File: src/rtl/hazard_ctrl_pkg.sv
// Shared CPU-control package for the hazard controller and its memory-port arbiter.
// Holds the arbiter state encoding, the arbitration-mode constants and the
// last-conflict-winner encoding used for round-robin arbitration.
package hazard_ctrl_pkg;

    // Owner of the shared instruction/data memory port.
    typedef enum logic [1:0] {
        ARB_IDLE    = 2'd0,
        ARB_IF_OWN  = 2'd1,
        ARB_MEM_OWN = 2'd2
    } arb_state_e;

    // Which port won the most recent fetch/data conflict.
    typedef enum logic {
        LAST_IF  = 1'b0,
        LAST_MEM = 1'b1
    } arb_last_e;

    // Arbitration policies for simultaneous fetch and data requests.
    localparam int ARB_MEM_PRIO    = 0;  // data port always wins
    localparam int ARB_ROUND_ROBIN = 1;  // alternate winners between conflicts

endpackage

File: src/rtl/mem_port_arb.sv
// Arbiter for the memory port shared by instruction fetch and data access.
// Grants are combinational (same cycle as the request); the owner FSM and the
// last-conflict-winner register are updated on the clock edge.
//
// Ports:
//   clk, rst_n          clock, asynchronous active-low reset
//   kill                suppress all grants and return the FSM to idle
//   if_req, mem_req     fetch / data requests
//   grant_if, grant_mem one-hot-or-zero grants
//   if_lose, mem_lose   the named requester lost a conflict this cycle
module mem_port_arb
    import hazard_ctrl_pkg::*;
#(
    parameter int ARB_MODE = ARB_MEM_PRIO
) (
    input  logic clk,
    input  logic rst_n,
    input  logic kill,
    input  logic if_req,
    input  logic mem_req,
    output logic grant_if,
    output logic grant_mem,
    output logic if_lose,
    output logic mem_lose
);

    arb_state_e state_reg;
    arb_last_e  last_reg;
    logic       conflict;
    logic       mem_wins;
    logic       state_unused;

    assign conflict = if_req & mem_req;

    // Round-robin hands the conflict to whichever port lost the previous one;
    // last_reg starts at IF so the first conflict goes to the data port.
    assign mem_wins = (ARB_MODE == ARB_MEM_PRIO) ? 1'b1 : (last_reg == LAST_IF);

    assign grant_mem = ~kill & mem_req & (~if_req | mem_wins);
    assign grant_if  = ~kill & if_req & (~mem_req | ~mem_wins);
    assign if_lose   = ~kill & conflict & mem_wins;
    assign mem_lose  = ~kill & conflict & ~mem_wins;

    // The owner state records who holds the port for probing/debug; the
    // grants themselves never depend on it.
    assign state_unused = ^state_reg;

    always_ff @(posedge clk or negedge rst_n) begin
        if (!rst_n) begin
            state_reg <= ARB_IDLE;
            last_reg  <= LAST_IF;
        end else if (kill) begin
            state_reg <= ARB_IDLE;
        end else begin
            if (grant_mem) begin
                state_reg <= ARB_MEM_OWN;
            end else if (grant_if) begin
                state_reg <= ARB_IF_OWN;
            end else begin
                state_reg <= ARB_IDLE;
            end
            if (conflict) begin
                last_reg <= grant_mem ? LAST_MEM : LAST_IF;
            end
        end
    end

endmodule

File: src/rtl/hazard_ctrl.sv
// Pipeline hazard controller: merges external stall requests, load-use
// interlock, shared-memory-port conflicts, branch redirects and exception
// flushes into per-register stall/flush controls.
//
// Ports:
//   clk, rst_n                  clock, asynchronous active-low reset
//   stall_req[STAGES]           external stall request from stage i
//   ex_load, ex_rd              load in ID/EX and its destination register
//   id_rs, id_rt                ID source registers
//   id_use_rs, id_use_rt        source actually read
//   redirect                    taken branch/jump resolved in ID
//   exc_flush                   exception/eret, kill everything in flight
//   if_req, mem_req             shared memory port requests
//   stall[STAGES], flush[STAGES] pipeline register controls (flush[0] = 0)
//   grant_if, grant_mem         shared memory port grants
//   stall_cycles                saturating count of cycles with stall[0]
module hazard_ctrl
    import hazard_ctrl_pkg::*;
#(
    parameter int STAGES     = 5,
    parameter int MEM_STAGE  = 3,
    parameter int LU_BUBBLES = 1,
    parameter int ARB_MODE   = ARB_MEM_PRIO
) (
    input  logic              clk,
    input  logic              rst_n,
    input  logic [STAGES-1:0] stall_req,
    input  logic              ex_load,
    input  logic [4:0]        ex_rd,
    input  logic [4:0]        id_rs,
    input  logic [4:0]        id_rt,
    input  logic              id_use_rs,
    input  logic              id_use_rt,
    input  logic              redirect,
    input  logic              exc_flush,
    input  logic              if_req,
    input  logic              mem_req,
    output logic [STAGES-1:0] stall,
    output logic [STAGES-1:0] flush,
    output logic              grant_if,
    output logic              grant_mem,
    output logic [31:0]       stall_cycles
);

    localparam int             CNT_W   = 2;
    localparam logic [CNT_W-1:0] LU_LOAD = CNT_W'(LU_BUBBLES - 1);

    logic              lu_hit;
    logic              lu_stall;
    logic              bubble_freeze;
    logic              arb_kill;
    logic              if_lose;
    logic              mem_lose;
    logic [CNT_W-1:0]  bubble_cnt_reg;
    logic [CNT_W-1:0]  bubble_cnt_next;
    logic [STAGES-1:0] stall_src;
    logic [STAGES-1:0] stall_raw;
    logic [31:0]       stall_cycles_reg;

    // Register 0 never matches a real dependency.
    assign lu_hit = ex_load & (ex_rd != 5'd0) &
                    ((id_use_rs & (id_rs == ex_rd)) | (id_use_rt & (id_rt == ex_rd)));

    assign lu_stall      = lu_hit | (bubble_cnt_reg != '0);
    assign bubble_freeze = |stall_req[STAGES-1:2];
    assign arb_kill      = exc_flush | ~rst_n;

    mem_port_arb #(
        .ARB_MODE(ARB_MODE)
    ) u_arb (
        .clk      (clk),
        .rst_n    (rst_n),
        .kill     (arb_kill),
        .if_req   (if_req),
        .mem_req  (mem_req),
        .grant_if (grant_if),
        .grant_mem(grant_mem),
        .if_lose  (if_lose),
        .mem_lose (mem_lose)
    );

    // Every stall source names the deepest register it must hold; everything
    // upstream of the deepest one holds too, so stall_raw is a low-side mask.
    generate
        for (genvar gi = 0; gi < STAGES; gi++) begin : g_stall
            assign stall_src[gi] = stall_req[gi]
                                 | ((gi == 0)         ? if_lose  : 1'b0)
                                 | ((gi == 1)         ? lu_stall : 1'b0)
                                 | ((gi == MEM_STAGE) ? mem_lose : 1'b0);
            assign stall_raw[gi] = |stall_src[STAGES-1:gi];
            assign stall[gi]     = rst_n & ~exc_flush & stall_raw[gi];
        end
    endgenerate

    // A bubble enters just past the deepest held register. A redirect only
    // kills the ID register when it is free to advance; a held ID re-presents
    // the branch later.
    assign flush[0] = 1'b0;
    generate
        for (genvar gi = 1; gi < STAGES; gi++) begin : g_flush
            assign flush[gi] = rst_n & (exc_flush
                             | (stall_raw[gi-1] & ~stall_raw[gi])
                             | ((gi == 1) ? (redirect & ~stall_raw[1]) : 1'b0));
        end
    endgenerate

    // Remaining load-use bubbles beyond the first; held while a downstream
    // stall keeps the bubble from advancing.
    always_comb begin
        bubble_cnt_next = bubble_cnt_reg;
        if (exc_flush) begin
            bubble_cnt_next = '0;
        end else if (lu_hit) begin
            bubble_cnt_next = LU_LOAD;
        end else if ((bubble_cnt_reg != '0) && !bubble_freeze) begin
            bubble_cnt_next = bubble_cnt_reg - 1'b1;
        end
    end

    always_ff @(posedge clk or negedge rst_n) begin
        if (!rst_n) begin
            bubble_cnt_reg   <= '0;
            stall_cycles_reg <= '0;
        end else begin
            bubble_cnt_reg <= bubble_cnt_next;
            if (stall[0] && (stall_cycles_reg != 32'hFFFF_FFFF)) begin
                stall_cycles_reg <= stall_cycles_reg + 32'd1;
            end
        end
    end

    assign stall_cycles = stall_cycles_reg;

endmodule

File: config.mk
export PLATFORM = sky130hd
export DESIGN_NAME = hazard_ctrl
export DESIGN_NICKNAME = d
export VERILOG_FILES = /design/src/rtl/hazard_ctrl_pkg.sv /design/src/rtl/mem_port_arb.sv /design/src/rtl/hazard_ctrl.sv
export SDC_FILE = /design/constraint.sdc
export NUM_CORES = 1
export LEC_CHECK = 0
export ABC_AREA = 1
export CORE_MARGIN = 3
export CORE_UTILIZATION = 40
export DETAILED_ROUTE_END_ITERATION = 10
export PLACE_DENSITY_LB_ADDON = 0.15
export SLEW_MARGIN = 10
export SYNTH_ARGS = -nofsm -noshare
export SYNTH_HDL_FRONTEND = slang
export SYNTH_SLANG_ARGS = --single-unit
File: constraint.sdc
create_clock -name clk -period 5.55 [get_ports clk]
set_clock_uncertainty 0.15 [all_clocks]
set_input_delay 1.11 -clock clk [delete_from_list [all_inputs] [get_ports clk]]
set_output_delay 1.11 -clock clk [all_outputs]
set_load 0.02 [all_outputs]
# ---- Word level (Yosys, flattened, before mapping)
# Index checks and enable logic that the tools add are counted.
dict set report classes {
  add_sub_neg 2
  eq_ne 3
  mux 3
  bitwise_logic 42
  reduce_logical 10
}
# cell n
set op_table {}
lappend op_table {{$add A32 B1 Y32 const B} 1}
lappend op_table {{$ne A32 B32 Y1 const B} 1}
lappend op_table {{$and A1 B1 Y1} 24}
lappend op_table {{$eq A5 B5 Y1} 2}
lappend op_table {{$or A1 B1 Y1} 10}
lappend op_table {{$not A1 Y1} 8}
lappend op_table {{$mux W2} 3}
lappend op_table {{$reduce_bool A5 Y1} 1}
lappend op_table {{$reduce_or A5 Y1} 1}
lappend op_table {{$reduce_or A4 Y1} 1}
lappend op_table {{$reduce_bool A3 Y1} 1}
lappend op_table {{$reduce_or A3 Y1} 1}
lappend op_table {{$logic_and A1 B1 Y1} 2}
lappend op_table {{$reduce_bool A2 Y1} 1}
lappend op_table {{$reduce_or A2 Y1} 1}
lappend op_table {{$sub A2 B1 Y2 const B} 1}
lappend op_table {{$logic_not A1 Y1} 1}
dict set report totals {
  reg_bits 34
  inputBits 29
  out_inout_bits 44
  wordCells 62
}

# ---- Depth between registers and ports, before layout
dict set report logic_depth {
  ltp_word 12
  depth_mapped 12
}

# ---- Modules after synthesis
# A second synthesis with hierarchy kept.
dict set report hier_totals {
  hier_cells 406
  hier_area_um2 2610.0
}
# module instances cells_per_inst area_each_um2
set by_module_without_submodules {}
lappend by_module_without_submodules {hazard_ctrl 1 398 2571.2}
lappend by_module_without_submodules {mem_port_arb 1 8 38.8}

# ---- Worst setup path before layout
# No wires, ideal clock.
dict set report synth_path {
  path_kind {input to output}
  from {input stall_req[3]}
  to {output stall[0]}
  arrival_ns 2.125
  required_ns 4.290
  slack_ns 2.165
  cell_stages 7
  path_buffers 1
  path_cell_list {nor2_1 > nand2_1 > nor3_1 > nand3_1 > buf_2 > nand2_1 > inv_1}
}
dict set report synth_via {
  elab_chain_len 2
}
# element line_no
set synth_rtl {}
lappend synth_rtl {{start: declaration} hazard_ctrl.sv:27} ;# input logic [STAGES-1:0] stall_req,
lappend synth_rtl {{$reduce_or A5 Y1} hazard_ctrl.sv:90} ;# assign stall_raw[gi] = |stall_src[STAGES-1:gi];
lappend synth_rtl {{$and A1 B1 Y1} hazard_ctrl.sv:91} ;# assign stall[gi] = rst_n & ~exc_flush & stall_raw[gi];
lappend synth_rtl {{end: declaration} hazard_ctrl.sv:38} ;# output logic [STAGES-1:0] stall,
# Every way passes these cells.

# ---- Worst setup path in the final report
dict set report layout_path {
  from {input ex_rd[4]}
  to {output stall[0]}
}
dict set report layout_via {
  elab_chain_len 8
}
# element line_no
set layout_rtl {}
lappend layout_rtl {{start: declaration} hazard_ctrl.sv:29} ;# input logic [4:0] ex_rd,
lappend layout_rtl {{$eq A5 B5 Y1} hazard_ctrl.sv:62} ;# ((id_use_rs & (id_rs == ex_rd)) | (id_use_rt & (id_rt == ex_rd)));
lappend layout_rtl {{$and A1 B1 Y1} hazard_ctrl.sv:62}
lappend layout_rtl {{$or A1 B1 Y1} hazard_ctrl.sv:62}
lappend layout_rtl {{$and A1 B1 Y1 *} hazard_ctrl.sv:61} ;# assign lu_hit = ex_load & (ex_rd != 5'd0) &
lappend layout_rtl {{$or A1 B1 Y1 *} hazard_ctrl.sv:64} ;# assign lu_stall = lu_hit | (bubble_cnt_reg != '0);
lappend layout_rtl {{$or A1 B1 Y1 *} hazard_ctrl.sv:88} ;# | ((gi == 1) ? lu_stall : 1'b0)
lappend layout_rtl {{$reduce_or A5 Y1 *} hazard_ctrl.sv:90}
lappend layout_rtl {{$and A1 B1 Y1 *} hazard_ctrl.sv:91}
# Every way passes the cells marked *; elsewhere a longest branch is shown, timed or not.

==> flow_summary_export.csv <==
group,metric,value,unit
status,run_status,"finished, final reports clean",
worst_setup_path,worstSetupStartpointType,"input port",
layout,register_area,851,um2
cts,postCtsResizedCells,0,
layout,drive_gt1_share,3.59,%
worst_setup_path,path_buf_inv,4,
synthesis,avgSynthCellArea,6.20,um2
layout,mostFrequentLayoutCells,"sky130_fd_sc_hd__nand2_1, sky130_fd_sc_hd__clkdlybuf4s50_1, sky130_fd_sc_hd__nor2_1",
die,placement_rows,29,
die,start_util,41.8,%
grt,grt_pass1_vias,2669,
synthesis,synthAdderAreaFrac,0.932,%
layout,layout.cells.most_common,"sky130_fd_sc_hd__nand2_1",
hold_path,hold-path-cell-count,2,
layout,finish.cell_count_without_fillers,579,
synthesis,ys_seq_elements,34,
worst_setup_path,path_class,"input port to output pin",
synthesis,dominant_combinational_cell_family_by_area_after_synthesis,"simple AND/OR/NAND/NOR gates",
worst_setup_path,cpPeakStageDelay,0.60,ns
cts,clock_tree.buffer_depth,2,
placed_design,detailed_place.area,0.00343,mm2
synthesis,synth_nets,464,
worst_setup_path,crit_fanout,4,
detailed_routing,drt-wirelength-per-cell,12.8,um
layout,insertedDiodeCount,0,
sta,timing.hold.ws,0.382,ns
die,full_die_area,0.00774,mm2
grt,grt_use_total,20.8,%
detailed_routing,route.detailed.vias_per_inst,4.84,
sta,timing.max_slew.rel_slack,56.7,%
sta,final.period_utilization,77.3,%
layout,multi_input_comb_area,0.00158,mm2
synthesis,area_fraction_in_compound_gates_after_synthesis,1.30,%
layout,nFillCells,647,
placed_design,placed_cells_incl_taps,571,
detailed_routing,postRouteWirelength,7.39,mm
pwr,power_total,628,uW
sta,grt_setup_unrepaired,"no",
hold_path,min_delay_endpoint,"bubble_cnt_reg[1]",
synthesis,synth.mux.area_fraction,0,%
pwr,pwr_density_cell,178,mW/mm2
detailed_routing,drt_iter0_markers,135,
synthesis,synth_cell_type_count,24,
die,ios,73,
grt,grt_first_pass_wirelength,12.7,mm
layout,largest_register_ffs,32,
pwr,clkPwrFrac,31.9,%
detailed_routing,route.antenna.remaining_nets,0,
die,dieWidth,88.0,um
placed_design,routabilityCongestion,0.888,
worst_setup_path,crit_chain,"clkdlybuf4s50_1 -> inv_1 -> nand2_1 -> nand2_1 -> nor2_1 -> nand3_1 -> nand2_1 -> nand2_1 -> nand3_1 -> nand2_1 -> inv_1 -> clkdlybuf4s50_1",
worst_setup_path,r2r.worst_path.cells,9,
sta,achievable-frequency,233,MHz
cts,post_cts_setup_repair_bufs,0,
synthesis,synth.largest_area_cell,"sky130_fd_sc_hd__dfrtp_1",
sta,finalHoldViolCount,0,
pwr,p_switching,200,uW
pwr,cellLeakagePower,1.72,nW
cts,insertion_delay,0.30,ns
worst_setup_path,r2r-end,"stall_cycles[11]",
hold_path,min_from,"bubble_cnt_reg[1]",
sta,fin_setup_tns,0,ns
cts,postCtsHoldBufs,0,
synthesis,yosys-top-cells-area,"sky130_fd_sc_hd__dfrtp_1, sky130_fd_sc_hd__nand2_1, sky130_fd_sc_hd__nand4_1",
cts,clkSinkCount,34,
synthesis,synthXorXnorAreaFrac,7.82,%
grt,antenna_found_initial,0,
worst_setup_path,worst-endpoint-required,4.29,ns
pwr,irDropWorstVdd,111,uV
worst_setup_path,worst-endpoint-arrival,3.03,ns
detailed_routing,route.vias.total,2805,
synthesis,post_synth_inst_count,433,
cts,cts_buffers,5,
sta,setup_violations,0,
worst_setup_path,critical-path-top-delay-family,"buffers and inverters",
pwr,internal-power,429,uW
synthesis,synth-simple-area-share,48.5,%
flow_run,cap_violations,0,
worst_setup_path,cp_slowest_cell,"sky130_fd_sc_hd__clkdlybuf4s50_1",
worst_setup_path,worstSetupEndpointType,"output pin",
sta,worst-slew-pin-transition,0.648,ns
layout,area_delta_synth_final,31.4,%
placed_design,port-buffer-count,71,
pwr,pwr-share-seq,44.9,%
synthesis,ys.warnings.count,0,
synthesis,yosys.area.top_type_share,31.7,%
die,die-height,88.0,um
worst_setup_path,cell_type_with_the_highest_occurrence_count_on_the_critical_path,"sky130_fd_sc_hd__nand2_1",
sta,period_needed,4.29,ns
layout,finish.net_count,532,
cts,htreeDepth,2,
worst_setup_path,reg2reg_setup_slack,2.56,ns
grt,maximum_number_of_pins_on_one_net_before_global_route_repair,36,
pwr,power.switching_fraction,31.8,%
hold_path,hold_path_class,"flip-flop to flip-flop",
synthesis,mappedNetlistArea,0.00269,mm2
layout,final_area,0.00353,mm2
pwr,power_frac_comb,23.2,%
cts,ctsRootBufferMaster,"sky130_fd_sc_hd__clkbuf_8",
detailed_routing,drt_drc_violations_left,0,
cts,tritoncts,"yes",
cts,cts_clock_pin_slew_for_the_worst_setup_and_hold_paths,0.07,ns
placed_design,detailedPlacementHpwl,5.69,mm
synthesis,synth_seq_area_share,31.7,%
sta,finalMaxSlewViolations,0,
worst_setup_path,timing.rr.start,"stall_cycles[0]",
die,core,0.00642,mm2
grt,grt_remaining_overflow,0,
detailed_routing,drt_first_pass_iters,4,
cells by family (layout without fill, tap and decap cells):
family | count (synthesis) | in the layout
AND/OR/NAND/NOR | 305 | 305
buffers and inverters | 60 | 129
flip-flops | 34 | 34
XOR/XNOR | 24 | 24
AO/OA/AOI/OAI | 7 | 7
adder cells (fa/ha/maj) | 2 | 2
other | 1 | 1
synth_stat cells:
library cell               instances
sky130_fd_sc_hd__clkbuf_1          4
sky130_fd_sc_hd__o21ai_0           2
sky130_fd_sc_hd__nand3b_1          5
sky130_fd_sc_hd__inv_2             1
sky130_fd_sc_hd__nor2_2            1
sky130_fd_sc_hd__nor3_1            7
sky130_fd_sc_hd__conb_1            1
sky130_fd_sc_hd__nand4_1          36
sky130_fd_sc_hd__buf_6             3
sky130_fd_sc_hd__clkinv_1          1
sky130_fd_sc_hd__a21oi_1           5
sky130_fd_sc_hd__buf_4             1
sky130_fd_sc_hd__or2_2             1
sky130_fd_sc_hd__nor2_1           58
sky130_fd_sc_hd__dfrtp_1          34
sky130_fd_sc_hd__nor3_2            1
sky130_fd_sc_hd__xor2_1           14
sky130_fd_sc_hd__xnor2_1          10
sky130_fd_sc_hd__inv_1            45
sky130_fd_sc_hd__nand3_1           9
sky130_fd_sc_hd__ha_1              2
sky130_fd_sc_hd__nand2_1         184
sky130_fd_sc_hd__buf_2             5
sky130_fd_sc_hd__nand3_2           3
tightest hold or removal path: cells and delay by family, from the launching register on:
kind            cells  cell delay, ns
flops               1            0.38
simple gates        1            0.07
compound gates      1            0.05
per-layer routing:
| layer | GRT usage, % | vias up | share of wire [%] |
|---|---|---|---|
| li1 | - | 1487 | - |
| met1 | 30.6 | 1247 | 50 |
| met2 | 31.8 | 63 | 45 |
| met3 | 3.29 | 8 | 4.0 |
| met4 | 5.44 | 0 | 1.1 |
| met5 | 0 | - | 0 |
metrics by stage:
step	utilization, %	setup slack, ns
floorplan	-	2.16
global placement	53.5	1.27
detailed placement	53.5	1.25
CTS	55.0	1.24
global route	55.0	1.04
finish	55.0	1.26
power groups by stage:
stage	logic, mW	registers (mW)	clock network (mW)
finish	0.146	0.282	0.201
floorplan	0.0618	0.298	0
global route	0.162	0.286	0.214
detailed placement	0.147	0.287	0
CTS	0.148	0.282	0.205
global placement	0.147	0.287	0
worst max path at each step:
stage | startpoint | endpoint | slack, ns | depth (start not counted)
2_1_floorplan | stall_req[3] | stall[0] | 2.16 | 7
3_3_place_gp | exc_flush | stall[0] | 1.27 | 9
3_5_place_dp | ex_rd[4] | stall[0] | 1.25 | 12
4_1_cts | ex_rd[4] | stall[0] | 1.24 | 12
5_1_grt | ex_rd[4] | stall[0] | 1.04 | 12
6_report | ex_rd[4] | stall[0] | 1.26 | 12
cell type report:
type / count / area share, %
multi-input cells: 339 / 44.7
well taps: 77 / 2.73
flip-flops and latches: 34 / 24.1
inverters: 47 / 5.00
clock buffers: 6 / 2.34
repair buffers: 74 / 20.8
clock inverters: 2 / 0.354
(Power assumes the default switching activity.)
